[src/rtl/uart_pkg.sv]
// Shared types and defaults for the buffered UART transmitter.
package uart_pkg;

    localparam int DEFAULT_CLKS_PER_BIT = 104;
    localparam int DEFAULT_FIFO_DEPTH   = 16;
    localparam int FRAME_BITS           = 10;
    localparam int DATA_BITS            = FRAME_BITS - 2;

    typedef enum logic [1:0] {
        IDLE,
        START,
        DATA,
        STOP
    } tx_state_t;

endpackage

[src/rtl/sync_fifo.sv]
// Single-clock byte FIFO. A push while full is dropped, even if a pop happens
// in the same cycle; the full flag is a plain occupancy compare.
module sync_fifo #(
    parameter int DEPTH = 16,
    parameter int WIDTH = 8
) (
    input  logic                     clk,
    input  logic                     rst_n,
    input  logic                     push,
    input  logic [WIDTH-1:0]         wr_data,
    input  logic                     pop,
    output logic [WIDTH-1:0]         rd_data,
    output logic                     full,
    output logic                     empty,
    output logic [$clog2(DEPTH):0]   level
);

    localparam int              AW         = $clog2(DEPTH);
    localparam logic [AW:0]     FULL_COUNT = (AW + 1)'(DEPTH);

    logic [WIDTH-1:0] r_mem [DEPTH];
    logic [AW-1:0]    r_wr_ptr;
    logic [AW-1:0]    r_rd_ptr;
    logic [AW:0]      r_count;

    logic w_push_ok;
    logic w_pop_ok;

    assign full      = (r_count == FULL_COUNT);
    assign empty     = (r_count == '0);
    assign level     = r_count;
    assign rd_data   = r_mem[r_rd_ptr];
    assign w_push_ok = push && !full;
    assign w_pop_ok  = pop && !empty;

    // NOTE: storage has no reset; pointers and count define validity, and
    // leaving the array unreset lets it map onto plain RAM.
    always_ff @(posedge clk) begin
        if (w_push_ok) begin
            r_mem[r_wr_ptr] <= wr_data;
        end
    end

    // Pointers are exactly AW bits, so the increment wraps modulo DEPTH.
    always_ff @(posedge clk or negedge rst_n) begin
        if (!rst_n) begin
            r_wr_ptr <= '0;
            r_rd_ptr <= '0;
            r_count  <= '0;
        end else begin
            if (w_push_ok) begin
                r_wr_ptr <= r_wr_ptr + 1'b1;
            end
            if (w_pop_ok) begin
                r_rd_ptr <= r_rd_ptr + 1'b1;
            end
            case ({w_push_ok, w_pop_ok})
                2'b10:   r_count <= r_count + 1'b1;
                2'b01:   r_count <= r_count - 1'b1;
                default: r_count <= r_count;
            endcase
        end
    end

endmodule

[src/rtl/uart_tx_fifo.sv]
// 8N1 UART transmitter fed from a byte FIFO; frames are sent back to back
// with no idle gap while bytes remain queued.
module uart_tx_fifo
    import uart_pkg::*;
#(
    parameter int CLKS_PER_BIT = DEFAULT_CLKS_PER_BIT,
    parameter int FIFO_DEPTH   = DEFAULT_FIFO_DEPTH
) (
    input  logic                          clk,
    input  logic                          rst_n,
    input  logic [7:0]                    tx_byte,
    input  logic                          send_request,
    output logic                          busy,
    output logic                          overflow,
    output logic [$clog2(FIFO_DEPTH):0]   level,
    output logic                          idle,
    output logic                          tx
);

    localparam int            CW        = (CLKS_PER_BIT > 1) ? $clog2(CLKS_PER_BIT) : 1;
    localparam logic [CW-1:0] BAUD_LAST = CW'(CLKS_PER_BIT - 1);
    localparam logic [2:0]    BIT_LAST  = 3'(DATA_BITS - 1);

    tx_state_t     r_state;
    logic [CW-1:0] r_baud;
    logic [2:0]    r_bit_idx;
    logic [7:0]    r_shift;
    logic          r_tx;
    logic          r_overflow;

    logic          w_full;
    logic          w_empty;
    logic [7:0]    w_rd_data;
    logic          w_pop;
    logic          w_bit_done;

    sync_fifo #(
        .DEPTH (FIFO_DEPTH),
        .WIDTH (8)
    ) u_fifo (
        .clk     (clk),
        .rst_n   (rst_n),
        .push    (send_request),
        .wr_data (tx_byte),
        .pop     (w_pop),
        .rd_data (w_rd_data),
        .full    (w_full),
        .empty   (w_empty),
        .level   (level)
    );

    assign w_bit_done = (r_baud == BAUD_LAST);
    // The head is taken either from IDLE or on the last stop-bit cycle, which
    // is what gives zero idle time between consecutive frames.
    assign w_pop      = !w_empty && ((r_state == IDLE) || ((r_state == STOP) && w_bit_done));

    assign busy     = w_full;
    assign overflow = r_overflow;
    assign idle     = (r_state == IDLE) && w_empty;
    assign tx       = r_tx;

    // NOTE: every state register here uses <= so all of them update from the
    // same pre-edge values; mixing in = would make results order-dependent.
    always_ff @(posedge clk or negedge rst_n) begin
        if (!rst_n) begin
            r_state    <= IDLE;
            r_baud     <= '0;
            r_bit_idx  <= '0;
            r_shift    <= '0;
            r_tx       <= 1'b1;
            r_overflow <= 1'b0;
        end else begin
            r_overflow <= send_request && w_full;
            case (r_state)
                IDLE: begin
                    r_tx   <= 1'b1;
                    r_baud <= '0;
                    if (!w_empty) begin
                        r_shift <= w_rd_data;
                        r_tx    <= 1'b0;
                        r_state <= START;
                    end
                end
                START: begin
                    if (w_bit_done) begin
                        r_baud    <= '0;
                        r_bit_idx <= '0;
                        r_tx      <= r_shift[0];
                        r_state   <= DATA;
                    end else begin
                        r_baud <= r_baud + 1'b1;
                    end
                end
                DATA: begin
                    if (w_bit_done) begin
                        r_baud <= '0;
                        if (r_bit_idx == BIT_LAST) begin
                            r_tx    <= 1'b1;
                            r_state <= STOP;
                        end else begin
                            r_bit_idx <= r_bit_idx + 1'b1;
                            r_shift   <= {1'b0, r_shift[7:1]};
                            r_tx      <= r_shift[1];
                        end
                    end else begin
                        r_baud <= r_baud + 1'b1;
                    end
                end
                STOP: begin
                    if (w_bit_done) begin
                        r_baud <= '0;
                        if (!w_empty) begin
                            r_shift <= w_rd_data;
                            r_tx    <= 1'b0;
                            r_state <= START;
                        end else begin
                            r_state <= IDLE;
                        end
                    end else begin
                        r_baud <= r_baud + 1'b1;
                    end
                end
                default: begin
                    r_tx    <= 1'b1;
                    r_baud  <= '0;
                    r_state <= IDLE;
                end
            endcase
        end
    end

endmodule

[config.mk]
export PLATFORM = sky130hd
export DESIGN_NAME = uart_tx_fifo
export DESIGN_NICKNAME = d
export VERILOG_FILES = /design/src/rtl/uart_pkg.sv /design/src/rtl/sync_fifo.sv /design/src/rtl/uart_tx_fifo.sv
export SDC_FILE = /design/constraint.sdc
export NUM_CORES = 1
export LEC_CHECK = 0
export CAP_MARGIN = 20
export CORE_ASPECT_RATIO = 1.2
export CORE_MARGIN = 5
export CORE_UTILIZATION = 35
export CTS_CLUSTER_SIZE = 28
export DETAILED_ROUTE_END_ITERATION = 10
export GPL_TIMING_DRIVEN = 0
export PLACE_DENSITY = 0.47
export SLEW_MARGIN = 20
export SYNTH_ARGS = -nofsm -noshare
export SYNTH_HDL_FRONTEND = slang
export SYNTH_SLANG_ARGS = --single-unit
[constraint.sdc]
create_clock -name clk -period 8.4 [get_ports clk]
set_input_delay 2.52 -clock clk [delete_from_list [all_inputs] [get_ports clk]]
set_output_delay 2.52 -clock clk [all_outputs]
set_load 0.05 [all_outputs]
Word level (Yosys, flattened, before mapping). Memory sizes are Yosys's and may differ from the RTL's. Index checks and enable logic that the tools add are counted.

Add/subtract/negate cells: 6. $mul: 0. Div/mod/pow operators: 0. $lt $le $gt $ge: 0. Equal/unequal tests: 15. Shift-type cells: 0. Muxes and demuxes: 28. Bitwise gates (word level): 0. Reduce and logical (&&, ||, !) cells: 19.

Operator list (number): 8-bit two-way mux (4); 8-bit one-hot mux with 3 select lines (1); 2-bit inequality test (second input constant) (7); 7-bit one-hot mux with 2 select lines (1); 4-bit AND reduction (3); 2-bit two-way mux (5); 5-bit one-hot mux with 2 select lines (1); 1-bit two-way mux (9); 3-bit two-way mux (3); 4-bit by 1-bit adder with 4-bit output (second input constant) (2); 2-bit one-hot mux with 4 select lines (1); 7-bit by 1-bit adder with 7-bit output (second input constant) (1); 7-bit equality test (second input constant) (1); 7-bit two-way mux (1); 2-bit equality test (second input constant) (3); 1-bit logical AND (6); 3-bit one-hot mux with 2 select lines (1); 5-bit by 1-bit adder with 5-bit output (second input constant) (1); 5-bit equality test (second input constant) (1); 5-bit zero test (1); 5-bit AND reduction (1); 5-bit by 1-bit subtractor with 5-bit output (second input constant) (1); 2-bit by 1-bit equality test with 1-bit output (second input constant) (2); 1-bit one-hot mux with 4 select lines (1); 8 further kinds (10).

Flip-flop bits (word level): 35. Latch bits: 0. Memory bits (writable): 128. Memory bits (read-only): 0. Output and inout port bits: 9. Logic and storage cells: 78. Memories: 1.

Memories: u_fifo.r_mem (words 16, bits a word 8, read ports 1, clocked after memory_dff 0, write ports 1, RTL line sync_fifo.sv:21) `logic [WIDTH-1:0] r_mem [DEPTH];`.

Logic depth before layout (Yosys ltp).
Depth after elaboration: 7. Gate-level depth with buffers: 15. Gate-level depth less buffers: 12.

By module. From an unflattened synthesis, not the netlist that was laid out.

Cells, all modules: 456. Area, all modules: 7094.3 um2.

By module, submodules not included: sync_fifo (times used 1, cells an instance 332, area an instance 5779.3 um2); uart_tx_fifo (times used 1, cells an instance 124, area an instance 1315.0 um2).

Worst setup path after synthesis. Ideal clock, no wire load.

Path type: in2reg. Start: input send_request. End: register u_fifo.r_count[4], in the netlist u_fifo.level[4]. Setup time: 0.151 ns. Arrival: 4.263 ns. Path slack: 3.986 ns. Cell stages on the path: 12. Cells stage by stage: and2_1 clkbuf_1 inv_1 ha_1 clkbuf_1 xor2_1 ha_1 a21o_1 nand2_1 a21o_1 a31oi_1 xor2_1.

Word-level cells in the longest chain between the ends: 3. Elaborated cells between the ends (all ways): 5. Classes of those cells: 2 x eq/ne; 1 x mux; 2 x reduce/logical.

Ends and longest elaborated chain: start, declared (RTL line uart_tx_fifo.sv:12) `input logic send_request,`; 1-bit logical AND (*) (RTL line sync_fifo.sv:33) `assign w_push_ok = push && !full;`; 2-bit by 1-bit equality test with 1-bit output / 2-bit equality test (equally long branches) (RTL line sync_fifo.sv:57) `case ({w_push_ok, w_pop_ok})`; 5-bit one-hot mux with 2 select lines / 2-bit nonzero test (equally long branches); end signal, assigned (RTL line sync_fifo.sv:58) `2'b10: r_count <= r_count + 1'b1;`; end signal, assigned (RTL line sync_fifo.sv:59) `2'b01: r_count <= r_count - 1'b1;`; end signal, assigned (RTL line sync_fifo.sv:60) `default: r_count <= r_count;`; end, declared (RTL line sync_fifo.sv:24) `logic [AW:0] r_count;`.

Mark *: on every way between the ends. The rest lies on a longest branch, timed or not. A chain may end at the register's enable or synchronous reset.

Final worst setup path.
Start: register u_fifo.r_count[2], in the netlist u_fifo.level[2]. End: output idle.

Word-level cells in the longest chain between the ends: 2.

Ends and longest elaborated chain: 5-bit zero test (RTL line sync_fifo.sv:30) `assign empty = (r_count == '0);`; 1-bit logical AND (RTL line uart_tx_fifo.sv:59) `assign idle = (r_state == IDLE) && w_empty;`; end, declared (RTL line uart_tx_fifo.sv:16) `output logic idle,`.

No other way between the ends.

==> results.toml <==
[run_status]
status = "finished, final reports clean"

[die]
die_x_um = 139
coreArea_um2 = 19600
initial_core_util = 0.356
fp-row-count = 56
ios = 20
dieArea_um2 = 22900
dieHeight_um = 165

[finish]
diodes = 0
syn2layout_area_growth_pct = 16.7
seqCellArea_um2 = 4720
fin_nets = 520
multi_input_area_um2 = 2100
final_cell_mix = "edfxtp_1 (128), dfrtp_1 (34), nor2_1 (30)"
layout.cells.non_filler = 766
stdcell_area_um2 = 8150
final_common_cell = "edfxtp_1"
drive_gt1_frac = 0.158
fillers = 1829

[detailed_routing]
vias = 3824
drtPass1Iterations = 5
drc = 0
drtIter0Drc = 338
viasPerCell = 4.99
wire_per_inst_um = 18.7
wirelength_um = 14400
antenna_left = 0

[setup_path]
required_ns = 5.88
critPathMaxFanout = 9
critPathKind = "flip-flop to output port"
start_kind = "flip-flop"
worstPathArrival_ns = 2.61
critPathCaptureType = "output port"

[timing]
fmax_mhz = 195
slew_violations = 0
rsz0062_at_grt = "false"
holdWs_ns = 0.469
min_period_ns = 5.13
fin_skew_ns = 0.0190
worst_pin_slew_ns = 0.963
tns_ns = 0
setup_viol = 0
hold_viol = 0
max-slew-margin-rel = 0.356
period_share = 0.610

[clock_tree]
root_buffer = "clkbuf_16"
numClockSinks = 163
cts_hold_buf = 0
clock_latency_ns = 0.43
clk_pin_slew_ns = 0.07
htreeDepth = 4
cts_buffer_depth = 2
cts_tree = "yes"
post-cts-setup-buffers = 0
numCtsBuffers = 17
cts_resized = 0

[placed_design]
port_buffers = 19
postPlaceCellArea_um2 = 7560
place.gp.congestion = 0.729
dp_hpwl_um = 9930
post-place-cells = 734

[yosys]
syn-num-nets = 478
synthAdderAreaFrac = 0.0305
syn_area_um2 = 6980
avgSynthCellArea_um2 = 15.5
synthCells = 450
synth.distinct_cells = 50
synth-simple-area-share = 0.0695
synth_ff_type = "edfxtp_1"
synthXorXnorAreaFrac = 0.0201
synthMuxAreaShare = 0.112
synth_top_family_by_area = "multiplexers"
synth-seq-cells = 163
yosysSeqAreaShare = 0.676
synth_enable_flop_cells = 128
yosys_warnings = 0
synth_compound_area_frac = 0.0659
async_flop_share = 0.215

[global_routing]
antenna_found_initial = 0
grt_first_pass_wirelength_um = 23100
grt_max_degree = 29
grt_usage = 0.133
grt-ovfl-total = 0
grt_pass1_vias = 4007

[pwr]
vdd_drop_max_v = 0.000159
p_leak_nw = 2.90
power_density_nw_per_um2 = 355
p_total_mw = 2.89

[run]
max-cap-violations = 0

[min_path]
hold_class = "flip-flop to flip-flop"
Yosys cell counts, drive strengths merged (5+ instances only):
cell | number | area [um2]
edfxtp | 128 | 3840
dfrtp | 34 | 851
nor2 | 31 | 124
mux2i | 28 | 280
nand2 | 27 | 101
mux4 | 20 | 450
ha | 17 | 213
a22oi | 16 | 120
buf | 14 | 109
a21oi | 11 | 55.1
o21ai | 11 | 58.8
clkbuf | 10 | 37.5
inv | 10 | 37.5
xnor2 | 10 | 87.6
a31oi | 9 | 56.3
nor3 | 9 | 45.0
o22ai | 8 | 56.3
or3 | 6 | 37.5
xor2 | 6 | 52.6
nor2b | 5 | 33.8
cell families (layout without fill, tap and decap cells):
| kind of cell | count (synthesis) | count (layout) |
|---|---|---|
| DFF | 163 | 163 |
| AOI/OAI and AO/OA | 69 | 69 |
| adders and majority gates | 17 | 17 |
| and+or+nand+nor | 99 | 99 |
| buffers and inverters | 34 | 89 |
| xor gates and xnor gates | 16 | 16 |
| muxes | 52 | 52 |
metal layers:
metal,wire [um],track usage
met1,6280,0.163
met2,7530,0.235
met3,340,0.0310
met4,204,0.0387
met5,0,0
path summary, 6_finish.rpt:
check,start,endpoint,slack (ns),depth (start not counted)
worst max register to register,r_state[1]$_DFFE_PN0P_,u_fifo.level[4]$_DFFE_PN0P_,4.93,14
min in group asynchronous,rst_n,u_fifo.level[2]$_DFFE_PN0P_,1.95,1
worst max-delay path,u_fifo.level[2]$_DFFE_PN0P_,idle,3.27,5
max in group asynchronous,rst_n,tx$_DFFE_PN1P_,5.96,2
worst min register to register,r_baud[0]$_DFF_PN0_,r_baud[0]$_DFF_PN0_,0.47,1
worst min-delay path,r_baud[0]$_DFF_PN0_,r_baud[0]$_DFF_PN0_,0.47,1
layout make-up:
class	count	area share
buffer	24	0.0180
multi-input combinational	253	0.258
clock buffer	18	0.0527
timing repair buffer	23	0.0280
clock inverter	14	0.0197
sequential	163	0.579
tap	261	0.0401
inverter	10	0.00461
sequential cells by signal, indices dropped and copies added, names as in the netlist:
| name | count |
|---|---|
| r_bit_idx | 3 |
| r_state | 2 |
| overflow | 1 |
| r_shift | 8 |
| u_fifo.level | 5 |
| u_fifo.r_wr_ptr | 4 |
| r_baud | 7 |
| u_fifo.r_mem | 128 |
| tx | 1 |
| u_fifo.r_rd_ptr | 4 |
worst max-delay path, stage by stage, from the launching register on:
cell and delay (ns):
dfrtp_1 0.38, buf_6 0.14, or4_4 0.55, nor2_4 0.16
and2_4 0.17, clkdlybuf4s50_1 0.79
metrics by stage:
step	worst slack, ns	utilization
2_1_floorplan	3.99	-
3_3_place_gp	3.09	0.382
3_5_place_dp	3.17	0.385
4_1_cts	3.24	0.415
5_1_grt	3.17	0.415
6_report	3.27	0.415
report_power, final:
part	switching, mW	leakage (nW)	total, mW	internal, mW
clock	0.313	0.281	0.778	0.465
combinational	0.592	1.04	1.03	0.435
sequential	0.0747	1.58	1.09	1.01
total	0.980	2.90	2.89	1.91
(Power assumes the default switching activity.)
==> variant, RTL diff (same flow settings) <==
Reset style: synchronous (`rst_n`), changed in 2 clocked blocks.
--- a/src/rtl/sync_fifo.sv
+++ b/src/rtl/sync_fifo.sv
@@ -43,5 +43,5 @@
 
     // Pointers are exactly AW bits, so the increment wraps modulo DEPTH.
-    always_ff @(posedge clk or negedge rst_n) begin
+    always_ff @(posedge clk) begin
         if (!rst_n) begin
             r_wr_ptr <= '0;
--- a/src/rtl/uart_tx_fifo.sv
+++ b/src/rtl/uart_tx_fifo.sv
@@ -62,5 +62,5 @@
     // NOTE: every state register here uses <= so all of them update from the
     // same pre-edge values; mixing in = would make results order-dependent.
-    always_ff @(posedge clk or negedge rst_n) begin
+    always_ff @(posedge clk) begin
         if (!rst_n) begin
             r_state    <= IDLE;
Check against the original RTL: differs if rst_n is asserted again (counterexample within 4 cycles, from zero or initial values and one cycle with rst_n low); with rst_n held inactive, the same outputs for 10 cycles.
==> variant against the original RTL <==
Core utilization fell by 0.11 points; sequential cell count rose by 4; wire length rose by 3.0%; final area fell by 0.63%; maximum frequency rose by 1.1%; combinational power fell by 31%; setup slack improved by 0.054 ns; critical path type unchanged; sequential share of layout area fell by 0.82 points; sequential power fell by 9%; area after synthesis fell by 0.14%; power fell by 14%; non-clock buffer count fell by 7; via count fell by 1.1%.
==> variant: results (changes against the original RTL) <==
area taken by flip-flops and latches: 4620 µm² (was 4720 µm²)
peak ir drop on the vdd network: 0.154 mV (was 0.159 mV)
synthesized netlist cell count: 448 (was 450)
setup slack at placement: 3.18 ns (was 3.17 ns)
Multi-Input Combinational: 250 (was 253)
post-route clock skew: 0.00929 ns (was 0.0190 ns)
Buffers excl. clock: 40 (was 47)
relative slew slack: 31.6% (was 35.6%)
detailed-route wire length: 14.8 mm (was 14.4 mm)
static leakage power: 0.00269 µW (was 0.00290 µW)
half-perimeter wire length of the detailed placement result: 10.0 mm (was 9.93 mm)
total net switching power: 821 µW (was 980 µW)
sequential logic power: 994 µW (was 1090 µW)
run status: complete, no violations (unchanged)
Cell Count Post-Placement: 727 (was 734)
Layout fillers: 1,786 (was 1,829)
total number of nets in the final design: 513 (was 520)
first-pass GRT wire length: 23.3 mm (was 23.1 mm)
routability-driven placement congestion ratio: 0.786 (was 0.729)
startpoint of the most critical register-to-register path: r_baud[0]$_SDFF_PP0_ (was r_state[1]$_DFFE_PN0P_)
Synth area leaders: sky130_fd_sc_hd__edfxtp_1 (55%), sky130_fd_sc_hd__dfxtp_1 (11%), sky130_fd_sc_hd__mux4_2 (10%) (was sky130_fd_sc_hd__edfxtp_1 (55%), sky130_fd_sc_hd__dfrtp_1 (12%), sky130_fd_sc_hd__mux4_2 (6.5%))
reg-to-reg setup timing slack: 5.24 ns (was 4.93 ns)
overall track demand over capacity in global routing: 13.8% (was 13.3%)
worst hold slack: 0.461 ns (was 0.469 ns)
reported combinational group power: 708 µW (was 1030 µW)
worst setup path startpoint: u_fifo.level[1]$_SDFFE_PN0P_ (was u_fifo.level[2]$_DFFE_PN0P_)
met1 GRT Util: 16.1% (was 16.3%)
Register-to-Register Path Depth: 13 (was 14)
total number of clock tree sinks: 167 (was 163)
worst-case setup margin in the final layout: 3.33 ns (was 3.27 ns)
cell depth of the worst min-delay path: 2 (was 1)
Non-Filler Instances: 759 (was 766)
met3 WL post-DR: 432 µm (was 340 µm)
share of cells above drive strength 1: 18.3% (was 15.8%)
Worst Hold End: r_shift[7]$_SDFFE_PN0P_ (was r_baud[0]$_DFF_PN0_)
pin count of the biggest net entering global routing: 20 (was 29)
variant: cell types whose count changed after synthesis, sizes merged, moves of 5 or more:
cell,change
or3,-5
dfrtp,-34
nand2,-9
nand3,+5
and2,+8
a31oi,-8
dfxtp,+39
a21oi,+15
mux4,+12
o22ai,-7
nor2b,+8
mux2i,-25
variant: logic make-up (layout without fill, tap and decap cells):
| family | Yosys count | in the layout | synth area share (%) |
|---|---|---|---|
| multiplexers | 36 | 36 | 10.9 |
| adder cells (fa/ha/maj) | 17 | 17 | 3.05 |
| XOR/XNOR | 15 | 15 | 1.88 |
| flip-flops | 167 | 167 | 66.3 |
| AO/OA/AOI/OAI | 79 | 79 | 7.45 |
| AND/OR/NAND/NOR | 103 | 103 | 7.98 |
| buffers and inverters | 31 | 81 | 2.39 |
variant: worst max-delay path, delay by kind of cell, from the launching register on:
family                 cells  cell delay [ns]
DFF                        1             0.32
and+or+nand+nor            3             0.88
buffers and inverters      2             0.92
